File: src/rtl/cs_address_sequencer.sv
// cs_address_sequencer
//   Next-address logic for the microprogrammed datapath. Holds the micro-PC
//   and the PSR condition flags {N,Z,V,C}. Each cycle it picks the next
//   control-store address: increment, conditional/unconditional jump, or
//   instruction decode.
//
// Ports
//   CS_ADDRESS_SEQUENCER_CLOCK_50          system clock, rising edge
//   CS_ADDRESS_SEQUENCER_ResetInHigh_In    synchronous active-high reset
//   CS_ADDRESS_SEQUENCER_Hold_In           freeze micro-PC and flags
//   CS_ADDRESS_SEQUENCER_Condition_InBus   COND field of current microinstruction
//   CS_ADDRESS_SEQUENCER_JumpAddress_InBus JUMP ADDR field of current microinstruction
//   CS_ADDRESS_SEQUENCER_IR_InBus          instruction register
//   CS_ADDRESS_SEQUENCER_ALUFlags_InBus    {N,Z,V,C} from the ALU this cycle
//   CS_ADDRESS_SEQUENCER_SetCC_In          latch ALU flags on this edge
//   CS_ADDRESS_SEQUENCER_CSAddress_OutBus  registered micro-PC
//   CS_ADDRESS_SEQUENCER_Flags_OutBus      registered PSR flags {N,Z,V,C}

module cs_address_sequencer #(
  parameter int DATAWIDTH_JUMPADDRESS = 11,
  parameter int DATAWIDTH_CONDITION   = 3,
  parameter int DATAWIDTH_IR          = 32,
  parameter int DATAWIDTH_FLAGS       = 4
) (
  input  logic                             CS_ADDRESS_SEQUENCER_CLOCK_50,
  input  logic                             CS_ADDRESS_SEQUENCER_ResetInHigh_In,
  input  logic                             CS_ADDRESS_SEQUENCER_Hold_In,
  input  logic [DATAWIDTH_CONDITION-1:0]   CS_ADDRESS_SEQUENCER_Condition_InBus,
  input  logic [DATAWIDTH_JUMPADDRESS-1:0] CS_ADDRESS_SEQUENCER_JumpAddress_InBus,
  input  logic [DATAWIDTH_IR-1:0]          CS_ADDRESS_SEQUENCER_IR_InBus,
  input  logic [DATAWIDTH_FLAGS-1:0]       CS_ADDRESS_SEQUENCER_ALUFlags_InBus,
  input  logic                             CS_ADDRESS_SEQUENCER_SetCC_In,
  output logic [DATAWIDTH_JUMPADDRESS-1:0] CS_ADDRESS_SEQUENCER_CSAddress_OutBus,
  output logic [DATAWIDTH_FLAGS-1:0]       CS_ADDRESS_SEQUENCER_Flags_OutBus
);

  localparam logic [DATAWIDTH_CONDITION-1:0] COND_INC    = 3'b000;
  localparam logic [DATAWIDTH_CONDITION-1:0] COND_N      = 3'b001;
  localparam logic [DATAWIDTH_CONDITION-1:0] COND_Z      = 3'b010;
  localparam logic [DATAWIDTH_CONDITION-1:0] COND_V      = 3'b011;
  localparam logic [DATAWIDTH_CONDITION-1:0] COND_C      = 3'b100;
  localparam logic [DATAWIDTH_CONDITION-1:0] COND_IR13   = 3'b101;
  localparam logic [DATAWIDTH_CONDITION-1:0] COND_JUMP   = 3'b110;
  localparam logic [DATAWIDTH_CONDITION-1:0] COND_DECODE = 3'b111;

  localparam logic [DATAWIDTH_JUMPADDRESS-1:0] ONE = 1;

  logic [DATAWIDTH_JUMPADDRESS-1:0] upc_q, upc_d;
  logic [DATAWIDTH_FLAGS-1:0]       flags_q, flags_d;
  logic [DATAWIDTH_JUMPADDRESS-1:0] inc_addr;
  logic [DATAWIDTH_JUMPADDRESS-1:0] decode_addr;
  logic [DATAWIDTH_JUMPADDRESS-1:0] next_addr;
  logic                             flag_n, flag_z, flag_v, flag_c;

  // Branches test the registered flags, so a same-cycle SetCC only affects
  // branches from the following microinstruction onward.
  assign flag_n = flags_q[3];
  assign flag_z = flags_q[2];
  assign flag_v = flags_q[1];
  assign flag_c = flags_q[0];

  // Wraps modulo 2^width with no side effects.
  assign inc_addr = upc_q + ONE;

  // Decode entry point: {1, op, op3, 00}, four microwords per opcode.
  assign decode_addr = {1'b1,
                        CS_ADDRESS_SEQUENCER_IR_InBus[31:30],
                        CS_ADDRESS_SEQUENCER_IR_InBus[24:19],
                        2'b00};

  always_comb begin
    next_addr = inc_addr;
    case (CS_ADDRESS_SEQUENCER_Condition_InBus)
      COND_INC:    next_addr = inc_addr;
      COND_N:      if (flag_n) next_addr = CS_ADDRESS_SEQUENCER_JumpAddress_InBus;
      COND_Z:      if (flag_z) next_addr = CS_ADDRESS_SEQUENCER_JumpAddress_InBus;
      COND_V:      if (flag_v) next_addr = CS_ADDRESS_SEQUENCER_JumpAddress_InBus;
      COND_C:      if (flag_c) next_addr = CS_ADDRESS_SEQUENCER_JumpAddress_InBus;
      COND_IR13:   if (CS_ADDRESS_SEQUENCER_IR_InBus[13])
                     next_addr = CS_ADDRESS_SEQUENCER_JumpAddress_InBus;
      COND_JUMP:   next_addr = CS_ADDRESS_SEQUENCER_JumpAddress_InBus;
      COND_DECODE: next_addr = decode_addr;
      default:     next_addr = inc_addr;
    endcase
  end

  always_comb begin
    upc_d   = upc_q;
    flags_d = flags_q;
    if (!CS_ADDRESS_SEQUENCER_Hold_In) begin
      upc_d = next_addr;
      if (CS_ADDRESS_SEQUENCER_SetCC_In)
        flags_d = CS_ADDRESS_SEQUENCER_ALUFlags_InBus;
    end
  end

  always_ff @(posedge CS_ADDRESS_SEQUENCER_CLOCK_50) begin
    if (CS_ADDRESS_SEQUENCER_ResetInHigh_In) begin
      upc_q   <= '0;
      flags_q <= '0;
    end else begin
      upc_q   <= upc_d;
      flags_q <= flags_d;
    end
  end

  assign CS_ADDRESS_SEQUENCER_CSAddress_OutBus = upc_q;
  assign CS_ADDRESS_SEQUENCER_Flags_OutBus     = flags_q;

endmodule

File: config.mk
export PLATFORM = sky130hd
export DESIGN_NAME = cs_address_sequencer
export DESIGN_NICKNAME = d
export VERILOG_FILES = /design/src/rtl/cs_address_sequencer.sv
export SDC_FILE = /design/constraint.sdc
export NUM_CORES = 1
export LEC_CHECK = 0
export CORE_ASPECT_RATIO = 0.9
export CORE_MARGIN = 5
export CORE_UTILIZATION = 35
export DETAILED_ROUTE_END_ITERATION = 8
export HOLD_SLACK_MARGIN = 0.02
export PLACE_DENSITY = 0.8
export SLEW_MARGIN = 20
export SYNTH_ARGS = -nofsm -noshare
export SYNTH_HDL_FRONTEND = slang
export SYNTH_SLANG_ARGS = --single-unit
File: constraint.sdc
create_clock -name CS_ADDRESS_SEQUENCER_CLOCK_50 -period 2.3 [get_ports CS_ADDRESS_SEQUENCER_CLOCK_50]
set_clock_uncertainty 0.15 [all_clocks]
set_input_delay 0.69 -clock CS_ADDRESS_SEQUENCER_CLOCK_50 [delete_from_list [all_inputs] [get_ports CS_ADDRESS_SEQUENCER_CLOCK_50]]
set_output_delay 0.69 -clock CS_ADDRESS_SEQUENCER_CLOCK_50 [all_outputs]
set_load 0.005 [all_outputs]
## After elaboration in Yosys (flattened, before gate mapping)

Cells that the tools add are included.

- Register bits: 15
- Input bits: 54
- Output and inout bits: 15

- $add $sub $neg: 1
- Equality and inequality tests: 7
- Muxes and demuxes: 6
- Bitwise operators: 1
- Reduce and logical (&&, ||, !) cells: 2

Operators with widths:

| cell | number |
|---|---|
| $pmux 11 s8 | 1 |
| $mux 11 | 5 |
| $eq 3x3->1 const B | 4 |
| $add 11x1->11 const B | 1 |
| $eq 3x2->1 const B | 2 |
| $eq 3x1->1 const B | 1 |
| $logic_not 3->1 | 1 |
| $reduce_and 2->1 | 1 |
| $not 1->1 | 1 |

## Depth between registers and ports, before layout

- Depth after elaboration: 3
- Depth in mapped cells: 7
- Mapped depth without buffers: 6

## Least setup slack after synthesis

OpenSTA, ideal clock, no wires.

- Path type: in2reg
- Start: in CS_ADDRESS_SEQUENCER_Condition_InBus[1]
- End: reg upc_q[3] (netlist: CS_ADDRESS_SEQUENCER_CSAddress_OutBus[3])
- Arrival: 1.855 ns
- Path slack: 0.160 ns
- Stages: 7
- Buffers on the path: 2
- Path through: buf_6 mux2i_1 a211oi_2 nor2_2 buf_6 a222oi_1 o32ai_1

- Cells in the longest elaborated chain, start to end: 2

RTL lines:

| element | RTL line | text |
|---|---|---|
| from (decl) | 28 | `input logic [DATAWIDTH_CONDITION-1:0] CS_ADDRESS_SEQUENCER_Condition_InBus,` |
| $eq 3x3->1 (tied with other cells) | 73 | `case (CS_ADDRESS_SEQUENCER_Condition_InBus)` |
| $pmux 11 s8 (*) | 73 |  |
| to (signal assigned) | 102 | `upc_q <= upc_d;` |
| to (decl) | 48 | `logic [DATAWIDTH_JUMPADDRESS-1:0] upc_q, upc_d;` |

Every way passes the cells marked *; elsewhere a longest branch is shown, timed or not.
A chain may end at the register's enable or synchronous reset.

## Final worst setup path

- Start: in CS_ADDRESS_SEQUENCER_IR_InBus[13]
- End: reg upc_q[8] (netlist: CS_ADDRESS_SEQUENCER_CSAddress_OutBus[8])

- Cells in the longest elaborated chain, start to end: 2

RTL lines:

| element | RTL line | text |
|---|---|---|
| from (decl) | 30 | `input logic [DATAWIDTH_IR-1:0] CS_ADDRESS_SEQUENCER_IR_InBus,` |
| $mux 11 | 79 | `COND_IR13: if (CS_ADDRESS_SEQUENCER_IR_InBus[13])` |
| $pmux 11 s8 | 73 |  |

No other way between the ends.

==> metrics <==
outcome=finished, final reports clean; final std cell area, no fill=1610 um2; Rel. slew slack=between 70% and 80%; num rows=18; Vias/cell=5.31; TritonCTS clock tree=yes; Compound-Gate Fraction of Synth Area=28.4%; number of routed nets with antenna violations=0; Clock Sinks=15; via count=~1100; Initial DRT Pass Iterations=4; Iter 0 DRT Violations=86; maximum vdd drop=about 0.27 mV; die height=60.4 um; Post-DP Area=around 1500 um2; largest family of logic cells by synthesized area=compound AO/OA/AOI/OAI gates; crit path kind=in2reg; adder and majority gate portion of the synthesized area=1.27%; Post-synth EDFFs=0; Clock power frac=between 20% and 30%; Final Setup Violations=0; gr usage total=17.4%; I/O pin count=69; Syn Nets=between 150 and 200; min-delay worst type=reg2reg; Wirelength per Cell=15.0 um; Final Max Slew Viols=0; ys flop type=dfxtp_1; RSZ-0062 raised after global routing=no; Mapped Area=988 um2; Leakage=around 0.6 nW; WL final=3250 um; Fin. Hold Viols=0; commonest cells after routing, fill and taps aside=clkdlybuf4s50_1, dfxtp_1, buf_4, nor2_1, inv_1; grt ovf=0; fraction of layout cells with a size suffix above 1=14.8%; FFs w/ async S/R, synth=0%; DIE WIDTH=66.0 um; Initial Util=36.3%; Final HPWL DP=2420 um; crit share post-route=95.7%; worst skew pair latency=0.29 ns; Diodes inserted=0; CP max FO=4; final RePlAce weighted congestion=between 0.7 and 0.8; post-synth cell types=37; instance count of the mapped netlist=123; mux cell area share after synthesis=6.08%; MaxCap Viol Count=0; post-synthesis sequential area ratio=between 30% and 40%; total power=0.000680 W; commonest non-fill, non-tap cell in the layout=clkdlybuf4s50_1; crit path time final=2.20 ns; Core ar.=~2700 um2; Int Pwr=around 0.00048 W; syn avg cell area=between 8 and 9 um2; Gate power share=between 30% and 40%; flops & latches, synth=15; startpoint types=input port; vias in the first global route=1225; Yosys warning count=0; Synth Area in XOR/XNOR=1.77%; die area=between 3000 and 4000 um2; P_sw=0.000200 W; Max Root-Sink Buffers=2; Sw Ratio=29.4%; sequential share of power=43.9%; setup TNS=0 ns; Arr. time, crit path=2.26 ns; Worst Tran Pin Value=0.436 ns; global-route wire length before repair=around 5400 um; CP Capture Type=register; DRC viols=0; hold slack=0.383 ns; # H-tree levels=1; largest net degree at the start of global routing=17; WP data required=roughly 2.4 ns; antenna violations before repair=0; Clock Pin Slew Worst Setup and Hold Paths=0.10 ns; buffers added on ports=45; Fmax achieved=0.454 GHz; Final nets=~230; Layout area overhead=62.4%; number of setup buffers added after CTS=0; post-synthesis simple-gate area fraction=22.8%; P per Cell Area=423 nW/um2; Num CTS Buffers=3; root buffer cell=clkbuf_4
[synth_stat cells (all sizes together), types with 2 or more instances]
cell	instances	share of area [%]
nand3	4	2.0
nor3	4	2.0
inv	11	4.2
xnor2	2	1.8
o21ai	3	1.5
o2bb2ai	2	1.8
or2	3	1.9
a222oi	5	5.1
buf	4	3.3
clkbuf	5	1.9
and4	2	1.8
o22ai	2	1.3
nor2	13	5.2
nand2	6	2.3
nor3b	3	2.3
a21oi	6	3.0
a21o	3	2.3
nor2b	2	1.3
o32ai	5	4.4
a211oi	2	2.0
mux2i	6	6.1
dfxtp	15	30
a221oi	5	4.4
[metrics by stage]
step	setup slack [ns]	util [%]	std cells
6_report	0.0979	58.9	216
5_1_grt	0.0107	58.9	216
4_1_cts	0.0132	58.2	216
3_5_place_dp	-0.467	56.3	212
3_3_place_gp	-0.424	56.3	212
2_1_floorplan	0.160	-	123
[flip-flops by register name (all words and copies together), names as in the netlist]
signal and flops:
CS_ADDRESS_SEQUENCER_CSAddress_OutBus 11, CS_ADDRESS_SEQUENCER_Flags_OutBus 4
[kinds of logic after synthesis]
family,after synthesis
AO/OA/AOI/OAI,36
multiplexers,6
AND/OR/NAND/NOR,43
XOR/XNOR,2
buffers and inverters,20
flip-flops,15
adder cells (fa/ha/maj),1
[per-layer routing]
metal  global-route usage (%)  vias up  routed length [um]
met4                     2.61        0                   4
met3                     6.67        2                 220
li1                         -      566                   -
met5                        0        -                   0
met2                     31.0       38                1650
met1                     20.4      542                1370
[worst max-delay path, stage by stage]
cell and delay [ns]:
clkdlybuf4s50_1 0.46, nor3b_4 0.23, a211oi_4 0.08, buf_4 0.17, or2_1 0.25, a21o_1 0.16
a221oi_1 0.22
[final cells by class]
class,count,area [um2]
fillers,246,1120
clock buffers,4,26.3
inverters,11,41.3
well taps,40,50.0
flip-flops and latches,15,300
repair buffers,58,552
multi-input cells,88,636
[worst paths after layout]
check                                                  from                                   endpoint  slack, ns  cells past startpoint
setup / recovery          CS_ADDRESS_SEQUENCER_IR_InBus[13]   CS_ADDRESS_SEQUENCER_CSAddress_OutBus[8]        0.1                      7
setup reg to reg   CS_ADDRESS_SEQUENCER_CSAddress_OutBus[0]   CS_ADDRESS_SEQUENCER_CSAddress_OutBus[8]       0.50                      6
hold reg to reg   CS_ADDRESS_SEQUENCER_CSAddress_OutBus[10]  CS_ADDRESS_SEQUENCER_CSAddress_OutBus[10]       0.38                      2
hold / removal    CS_ADDRESS_SEQUENCER_CSAddress_OutBus[10]  CS_ADDRESS_SEQUENCER_CSAddress_OutBus[10]       0.38                      2
[power by group through the flow]
stage / Combinational (W) / Clock, W / Sequential [W]
floorplan: 0.0000917 / 0 / 0.000302
global placement: 0.000206 / 0 / 0.000303
detailed placement: 0.000212 / 0 / 0.000304
CTS: 0.000219 / 0.000158 / 0.000299
global route: 0.000242 / 0.000175 / 0.000302
finish: 0.000223 / 0.000158 / 0.000299
[timing repair]
action                                  in CTS  in global routing
hold buffers                                 0                  0
resized for setup                            9                  4
pin swaps                                    1                  0
endpoints found under the setup margin      11                  8
No activity file was read; power rests on OpenSTA's default activity.
==> patch (same settings) <==
The parameter `DATAWIDTH_FLAGS` goes from 4 to 5.
--- a/src/rtl/cs_address_sequencer.sv
+++ b/src/rtl/cs_address_sequencer.sv
@@ -20,7 +20,7 @@
   parameter int DATAWIDTH_JUMPADDRESS = 11,
   parameter int DATAWIDTH_CONDITION   = 3,
   parameter int DATAWIDTH_IR          = 32,
-  parameter int DATAWIDTH_FLAGS       = 4
+  parameter int DATAWIDTH_FLAGS       = 5
 ) (
   input  logic                             CS_ADDRESS_SEQUENCER_CLOCK_50,
   input  logic                             CS_ADDRESS_SEQUENCER_ResetInHigh_In,
Interface: changed (resized CS_ADDRESS_SEQUENCER_ALUFlags_InBus and CS_ADDRESS_SEQUENCER_Flags_OutBus); port bits go from 69 to 71. The function was not compared with the original's and may differ.
==> patch against the unedited design <==
  * Worst setup slack worse by 0.028 ns
  * Power is 19% higher
  * Wire length increased by 15%
  * Global-route usage down 2.4 points
  * Die area is 14% higher
  * Critical path depth fell by 1
  * Synthesized area increased by 17%
  * Sequential cell count increased by 1
  * Cell area rose by 15%
  * Maximum frequency down 1.2%
  * Largest cell class unchanged
  * Highest routed layer unchanged
==> patch: results (changes against the unedited design) <==
Outcome
  • Status: completed

Worst setup path
  • Critical Path Sink: CS_ADDRESS_SEQUENCER_CSAddress_OutBus[8]
  • Crit-path max cell delay: 0.45 ns
  • R2r setup slk: 0.61 ns (+0.11 ns)
  • Critical path's slowest cell: clkdlybuf4s50_1
  • R2R cell count: 5 (-1)
  • Reg2reg start: CS_ADDRESS_SEQUENCER_CSAddress_OutBus[2]
  • CP Max Fanout: 9 (+5)
  • Kind of cell adding the most delay to the critical path: buffers and inverters
  • Worst r2r dst: CS_ADDRESS_SEQUENCER_CSAddress_OutBus[9]
  • Crit path from: CS_ADDRESS_SEQUENCER_Condition_InBus[2]

GRT
  • First-pass GRT wire length: 5570 um (+3.3%)
  • Number of global-route vias before repair: 1,306 (+6.6%)
  • GR met2 Demand/Resource: 29.6% (-1.4 points)
  • GR Util met3: 6.18% (-0.48 points)
  • Met1 Use GR: 14.5% (-5.9 points)
  • Gr usage total: 15.0% (-2.4 points)

Routing
  • Initial DRC Count: 76 (-12%)
  • Drt pass-1 iters: 5 (+1)
  • Routed WL: 3740 um (+15%)
  • Detail Route met3 WL: 306 um (+39%)
  • Via-per-instance ratio: 5.78 (+8.7%)
  • Met2 WL: 1940 um (+18%)
  • Wire length per cell: 16.1 um (+7.4%)
  • Metal1 wirelength: 1450 um (+5.7%)

Clock network
  • Worst-path clk slew: 0.06 ns (-0.04 ns)
  • H-tree levels: 1 (unchanged)
  • TritonCTS Buffers: 3 (unchanged)
  • Post-CTS sizing: 1 (-8)
  • Clk root buf: clkbuf_8
  • Clk_lat worst skew: 0.25 ns (-0.04 ns)

Yosys
  • Share of the synthesized area in the top cell type: 27.7% (-2.7 points)
  • Mean Syn Cell Area: 8.38 sq um (+4.2%)
  • Synth Net Count: 194 (+9.0%)
  • Post-synthesis sequential area ratio: 27.7% (-2.7 points)
  • Netlist cell types: 40 (+8.1%)
  • Most frequent cells after synthesis: 16 x dfxtp_1, 8 x nor3_1, 7 x inv_1, 7 x nand3_1, 7 x nor2_1
  • Async set-reset flop share out of synthesis: 0% (unchanged)
  • Synth top area cells: dfxtp_1 28%, mux2i_1 5.2%, a21o_1 3.9%

STA
  • Worst-Margin Slew: 0.317 ns (-0.119 ns)

Hold path
  • Hold EP: CS_ADDRESS_SEQUENCER_CSAddress_OutBus[10]

Placed design
  • Placed Cells: 228 (+7.5%)
  • Placed Area: 1740 sq um (+13%)
  • GPL Wtd Cong: 0.847 (+7.3%)
  • IO buf count: 47 (+4.4%)
  • Post-DP HPWL: 2880 um (+19%)

Cells and area
  • Nets: 248 (+6.9%)
  • Layout cells sized above 1: 17.9% (+3.1 points)

Pwr
  • Max VDD drop: 0.352 mV (+29%)
  • Pleak: 0.000671 uW (+12%)
[patch: cell count changes after synthesis, moves of 3 or more]
| cell | delta |
|---|---|
| o21a_1 | +5 |
| a222oi_1 | -5 |
| o32ai_1 | -5 |
| nor3_1 | +4 |
| a21o_1 | +3 |
| nor2_1 | -5 |
| nand3_1 | +3 |
| a21oi_1 | -4 |
| a31oi_1 | +6 |
| buf_4 | +4 |
| a311oi_1 | +3 |
| inv_1 | -4 |
[patch: cell families (layout without fill, tap and decap cells)]
group	Yosys count	count (layout)	share of synthesized area, %
AO/OA/AOI/OAI	47	47	32.5
AND/OR/NAND/NOR	44	44	21.0
buffers and inverters	21	73	10.3
flip-flops	16	16	27.7
multiplexers	6	6	5.20
XOR/XNOR	3	3	2.27
adder cells (fa/ha/maj)	1	1	1.08
[patch: area by class of cell]
type                            instances  area [sq um]
Fill cell                             290          1270
Multi-Input combinational cell        101           769
Timing Repair Buffer                   63           634
Sequential cell                        16           320
Tap cell                               42          52.6
Clock buffer                            3          41.3
Inverter                                7          26.3
[patch: worst min-delay path, cell delays in order (launching register included)]
cell and delay (ns):
dfxtp_1 0.33, inv_1 0.08, a221oi_2 0.05
[patch: per-stage QoR]
stage | utilization, % | power, uW | hold slack [ns] | setup WS [ns]
after floorplan | - | 448 | 0.335 | 0.299
after global placement | 55.8 | 575 | 0.335 | -0.219
after detailed placement | 55.8 | 587 | 0.356 | -0.287
after CTS | 57.3 | 800 | 0.365 | 0.00267
after global routing | 59.2 | 851 | 0.400 | -0.0347
final | 59.2 | 807 | 0.365 | 0.0701
[patch: power breakdown]
group	internal (uW)	total (uW)	leakage [uW]	switching [uW]
Sequential	298	325	0.000132	26.4
Combinational	163	273	0.000518	109
Clock	116	210	0.0000216	93.6
